### config.mk
export PLATFORM = sky130hd
export DESIGN_NAME = serial_addsub_flat
export DESIGN_NICKNAME = d
export VERILOG_FILES = /design/src/rtl/serial_addsub_if.sv /design/src/rtl/serial_addsub.sv /design/src/flat_wrapper.sv
export SDC_FILE = /design/constraint.sdc
export NUM_CORES = 1
export LEC_CHECK = 0
export ABC_AREA = 0
export CAP_MARGIN = 10
export CORE_MARGIN = 10
export CORE_UTILIZATION = 40
export CTS_CLUSTER_SIZE = 28
export DETAILED_ROUTE_END_ITERATION = 8
export GPL_TIMING_DRIVEN = 1
export MAX_ROUTING_LAYER = met4
export PLACE_DENSITY_LB_ADDON = 0.2
export RECOVER_POWER = 100
export SLEW_MARGIN = 10
export SYNTH_ARGS = -nofsm -noshare
export SYNTH_HDL_FRONTEND = slang
export SYNTH_SLANG_ARGS = --single-unit
### constraint.sdc
create_clock -name clk -period 3.19 [get_ports clk]
set_input_delay 0.4785 -clock clk [delete_from_list [all_inputs] [get_ports clk]]
set_output_delay 0.4785 -clock clk [all_outputs]
set_load 0.05 [all_outputs]
### src/rtl/serial_addsub_if.sv
// Handshake and operand/result bundle for the bit-serial adder/subtractor.
// The master side issues requests; the slave side computes.
interface serial_addsub_if #(
    parameter int WIDTH = 8
);
    logic             start;
    logic             sub;
    logic [WIDTH-1:0] a;
    logic [WIDTH-1:0] b;
    logic             busy;
    logic             bit_valid;
    logic             serial_bit;
    logic             done;
    logic [WIDTH:0]   result;
    logic             ovf;

    modport master (
        output start, sub, a, b,
        input  busy, bit_valid, serial_bit, done, result, ovf
    );

    modport slave (
        input  start, sub, a, b,
        output busy, bit_valid, serial_bit, done, result, ovf
    );
endinterface

### src/rtl/serial_addsub.sv
// Bit-serial adder/subtractor: one full-adder bit per clock, LSB first.
// Operands are loaded on start, and the result is loaded with a one-cycle done pulse.
//
// state   | meaning
// S_IDLE  | waiting for start; result/ovf hold the last answer
// S_SHIFT | one result bit per edge, WIDTH edges total
// S_DONE  | done pulse; result/ovf freshly valid
module serial_addsub #(
    parameter int WIDTH = 8
) (
    input  logic           clk,
    input  logic           reset,
    serial_addsub_if.slave bus
);
    localparam int CW = $clog2(WIDTH);

    typedef enum logic [1:0] {
        S_IDLE  = 2'd0,
        S_SHIFT = 2'd1,
        S_DONE  = 2'd2
    } state_e;

    state_e           state_q, state_d;
    logic [WIDTH-1:0] areg_q, areg_d;
    logic [WIDTH-1:0] breg_q, breg_d;
    logic [WIDTH-1:0] sreg_q, sreg_d;
    logic             carry_q, carry_d;
    logic             msub_q, msub_d;
    logic [CW-1:0]    cnt_q, cnt_d;
    logic [WIDTH:0]   result_q, result_d;
    logic             ovf_q, ovf_d;

    logic s_bit;
    logic c_next;
    logic last_bit;

    assign s_bit    = areg_q[0] ^ breg_q[0] ^ carry_q;
    assign c_next   = (areg_q[0] & breg_q[0]) | (areg_q[0] & carry_q) | (breg_q[0] & carry_q);
    assign last_bit = (cnt_q == CW'(WIDTH - 1));

    always_comb begin
        state_d  = state_q;
        areg_d   = areg_q;
        breg_d   = breg_q;
        sreg_d   = sreg_q;
        carry_d  = carry_q;
        msub_d   = msub_q;
        cnt_d    = cnt_q;
        result_d = result_q;
        ovf_d    = ovf_q;
        case (state_q)
            S_IDLE: begin
                if (bus.start) begin
                    areg_d  = bus.a;
                    breg_d  = bus.sub ? ~bus.b : bus.b;
                    carry_d = bus.sub;
                    msub_d  = bus.sub;
                    cnt_d   = '0;
                    state_d = S_SHIFT;
                end
            end
            S_SHIFT: begin
                carry_d = c_next;
                areg_d  = {1'b0, areg_q[WIDTH-1:1]};
                breg_d  = {1'b0, breg_q[WIDTH-1:1]};
                sreg_d  = {s_bit, sreg_q[WIDTH-1:1]};
                cnt_d   = cnt_q + CW'(1);
                if (last_bit) begin
                    // carry_q here is the carry into the MSB, so no separate flop is needed
                    result_d = {c_next ^ msub_q, s_bit, sreg_q[WIDTH-1:1]};
                    ovf_d    = carry_q ^ c_next;
                    state_d  = S_DONE;
                end
            end
            S_DONE:  state_d = S_IDLE;
            default: state_d = S_IDLE;
        endcase
    end

    always_ff @(posedge clk) begin
        if (reset) begin
            state_q  <= S_IDLE;
            areg_q   <= '0;
            breg_q   <= '0;
            sreg_q   <= '0;
            carry_q  <= 1'b0;
            msub_q   <= 1'b0;
            cnt_q    <= '0;
            result_q <= '0;
            ovf_q    <= 1'b0;
        end else begin
            state_q  <= state_d;
            areg_q   <= areg_d;
            breg_q   <= breg_d;
            sreg_q   <= sreg_d;
            carry_q  <= carry_d;
            msub_q   <= msub_d;
            cnt_q    <= cnt_d;
            result_q <= result_d;
            ovf_q    <= ovf_d;
        end
    end

    assign bus.busy       = (state_q == S_SHIFT) || (state_q == S_DONE);
    assign bus.bit_valid  = (state_q == S_SHIFT);
    assign bus.serial_bit = (state_q == S_SHIFT) & s_bit;
    assign bus.done       = (state_q == S_DONE);
    assign bus.result     = result_q;
    assign bus.ovf        = ovf_q;
endmodule
### src/flat_wrapper.sv
// flat-port wrapper written by rule: the top's interface ports become plain ports
module serial_addsub_flat 
#(
    parameter int WIDTH = 8
)
  (clk, reset, bus_start, bus_sub, bus_a, bus_b, bus_busy, bus_bit_valid, bus_serial_bit, bus_done, bus_result, bus_ovf);
  serial_addsub_if #(.WIDTH(WIDTH)) bus_i ();
  input  logic clk;
  input  logic reset;
  input wire logic [$bits(bus_i.start)-1:0] bus_start;
  input wire logic [$bits(bus_i.sub)-1:0] bus_sub;
  input wire logic [$bits(bus_i.a)-1:0] bus_a;
  input wire logic [$bits(bus_i.b)-1:0] bus_b;
  output wire logic [$bits(bus_i.busy)-1:0] bus_busy;
  output wire logic [$bits(bus_i.bit_valid)-1:0] bus_bit_valid;
  output wire logic [$bits(bus_i.serial_bit)-1:0] bus_serial_bit;
  output wire logic [$bits(bus_i.done)-1:0] bus_done;
  output wire logic [$bits(bus_i.result)-1:0] bus_result;
  output wire logic [$bits(bus_i.ovf)-1:0] bus_ovf;
  assign bus_i.start = bus_start;
  assign bus_i.sub = bus_sub;
  assign bus_i.a = bus_a;
  assign bus_i.b = bus_b;
  assign bus_busy = bus_i.busy;
  assign bus_bit_valid = bus_i.bit_valid;
  assign bus_serial_bit = bus_i.serial_bit;
  assign bus_done = bus_i.done;
  assign bus_result = bus_i.result;
  assign bus_ovf = bus_i.ovf;
  serial_addsub #(.WIDTH(WIDTH)) u_core (.clk(clk), .reset(reset), .bus(bus_i));
endmodule
==> flow_metrics.env <==
export IMPL_syn_area_per_cell_um2=9.43
export IMPL_required_ns=2.71
export IMPL_hold_viol=0
export IMPL_synth_main_ff_cell="dfxtp_1"
export IMPL_arrival_ns=2.26
export IMPL_yosys_warnings=0
export IMPL_antenna_found_initial=0
export IMPL_fin_tns_setup_ns=0
export IMPL_cp_max_fo=16
export IMPL_clkSinkCount=40
export IMPL_worst_slew_pin_transition_ns=0.842
export IMPL_grt_pass1_wl_mm=6.44
export IMPL_hpwl_mm=2.76
export IMPL_synth_edff_count=0
export IMPL_cts_resized=0
export IMPL_routed_wl_mm=3.80
export IMPL_rsz0062_at_grt="no"
export IMPL_grt_pass1_vias=1391
export IMPL_cts_setup_buffers=0
export IMPL_htreeDepth=2
export IMPL_die_h_um=88.7
export IMPL_end_kind="output port"
export IMPL_synth_nets=227
export IMPL_fillerInstances=440
export IMPL_async_flop_share_pct=0
export IMPL_gr_total_overflow=0
export IMPL_vias=1421
export IMPL_drv_slew=0
export IMPL_io_pins=34
export IMPL_timing_fmax_ghz=0.365
export IMPL_design_die_area_um2=7860
export IMPL_dr_pass1_iters=5
export IMPL_ant_nets=0
export IMPL_synth_yosys_seq_area_share_pct=42.4
export IMPL_status="completed"
export IMPL_rows=24
export IMPL_grt_max_degree=26
export IMPL_postCtsHoldBufs=0
export IMPL_die_w_um=88.7
export IMPL_mostFrequentLayoutCell="dfxtp_1"
export IMPL_postSynthCellCount=200
export IMPL_postLayoutCoreUtil_pct=51.7
export IMPL_fin_nets=256
export IMPL_clock_skew_ns=0.00879
export IMPL_portBuffers=33
export IMPL_area_growth_pct=22.6
export IMPL_clkTransAtPathRegs_ns=0.08
export IMPL_cts_inserted_buffers=5
export IMPL_relSlewSlack_pct=42.2
export IMPL_viasPerCell=5.04
export IMPL_post_route_period_util_pct=85.8
export IMPL_drive_gt1_share_pct=8.70
export IMPL_leakagePower_nw=0.873
export IMPL_drv_cap=0
export IMPL_drcViolationCount=0
export IMPL_clockBufferDepth=2
export IMPL_cp_start_kind="flip-flop"
export IMPL_insertion_delay_ns=0.29
export IMPL_synth_seq_cells=40
export IMPL_min_period_ns=2.74
export IMPL_num_antenna_cells=0
export IMPL_synth_cell_types=32
export IMPL_hold_class="reg -> reg"
export IMPL_final_cell_mix="dfxtp_1, nand2_1, a21oi_1, nor2_1, clkdlybuf4s50_1"
export IMPL_cts_tree="built"
export IMPL_ir_worst_vdd_mv=0.350
export IMPL_cts_root_buffer="clkbuf_8"
export IMPL_grt_usage_pct=10.5
export IMPL_coreArea_um2=4470
export IMPL_power_density_nw_per_um2=545
export IMPL_gp_routability_congestion=0.744
export IMPL_start_util_pct=42.2
export IMPL_synth_area_um2=1890
export IMPL_path_class="reg -> out"
export IMPL_wl_per_cell_um=13.5
export IMPL_finalSetupViolCount=0
export IMPL_drtIter0Drc=76
## cell type report
| type | count | area (um^2) | share of cell area (%) |
|---|---|---|---|
| clock buffer | 6 | 82.6 | 3.57 |
| clock inverter | 2 | 38.8 | 1.68 |
| inverter | 3 | 11.3 | 0.487 |
| multi-input combinational | 143 | 972 | 42.0 |
| sequential | 40 | 801 | 34.6 |
| tap | 52 | 65.1 | 2.81 |
| timing repair buffer | 36 | 343 | 14.8 |
## cells by family (layout without fill, tap and decap cells)
| family | count (synthesis) | count (layout) | share of synthesized area (%) |
|---|---|---|---|
| and+or+nand+nor | 64 | 64 | 14.9 |
| DFF | 40 | 40 | 42.4 |
| xor gates and xnor gates | 10 | 10 | 4.64 |
| buffers and inverters | 17 | 47 | 5.70 |
| adders and majority gates | 7 | 7 | 5.04 |
| AOI/OAI and AO/OA | 46 | 46 | 18.3 |
| muxes | 16 | 16 | 8.95 |
## critical path: stages, from the launching register on
cell and delay (ns):
dfxtp_1 0.33, inv_1 0.10, ha_2 0.43, and2_1 0.22
dlygate4sd3_1 0.88
## flip-flops by register name, indices dropped and copies added, names as in the netlist
signal             count
u_core.areg_q          8
u_core.breg_q          8
u_core.bus.ovf         1
u_core.bus.result      9
u_core.carry_q         1
u_core.cnt_q           3
u_core.msub_q          1
u_core.sreg_q          7
u_core.state_q         2
## metal layers
metal	track usage [%]	wire (um)	share of wire, %	vias up
met3	3.03	148	3.9	7
met4	4.41	60	1.6	0
li1	-	-	-	746
met5	-	0	0	-
met2	16.7	1720	45	23
met1	12.1	1870	49	645
## path summary, 6_finish.rpt
| check | startpoint | end | slack, ns | cells after the start |
|---|---|---|---|---|
| worst min-delay path | u_core.breg_q[3] | u_core.breg_q[3] | 0.45 | 2 |
| worst min register to register | u_core.breg_q[3] | u_core.breg_q[3] | 0.45 | 2 |
| worst max register to register | u_core.state_q[1] | u_core.cnt_q[1] | 0.87 | 6 |
| worst max-delay path | u_core.state_q[1] | bus_serial_bit | 0.45 | 4 |
## stage by stage
step           cell area (um^2)  setup slack (ns)  power, mW  std cells  hold slack (ns)
2_1_floorplan              1890             0.943      0.794        200            0.427
3_3_place_gp               2210             0.845      0.848        274            0.434
3_5_place_dp               2210             0.826      0.850        274            0.441
4_1_cts                    2330             0.498       1.28        282            0.450
5_1_grt                    2310             0.333       1.33        282            0.479
6_report                   2310             0.453       1.26        282            0.449
## synthesized netlist by cell type (3+ instances only)
library cell / number / area [um^2]
mux2i_1: 14 / 140
a21oi_1: 20 / 100
ha_1: 6 / 75.1
a211oi_1: 4 / 30.0
a211oi_2: 8 / 100
nand2_1: 28 / 105
buf_4: 5 / 37.5
xor2_1: 8 / 70.1
o211ai_1: 5 / 37.5
nor2_1: 19 / 71.3
buf_6: 3 / 33.8
inv_1: 3 / 11.3
dfxtp_1: 40 / 801
nand2b_1: 9 / 56.3
## where the power goes
group / switching, mW / total [mW] / internal [mW] / leakage (nW)
Sequential: 0.0195 / 0.555 / 0.536 / 0.326
Combinational: 0.156 / 0.272 / 0.115 / 0.485
Clock: 0.178 / 0.433 / 0.256 / 0.0614
Total: 0.353 / 1.26 / 0.907 / 0.873
Power figures use the tool's default switching activity.
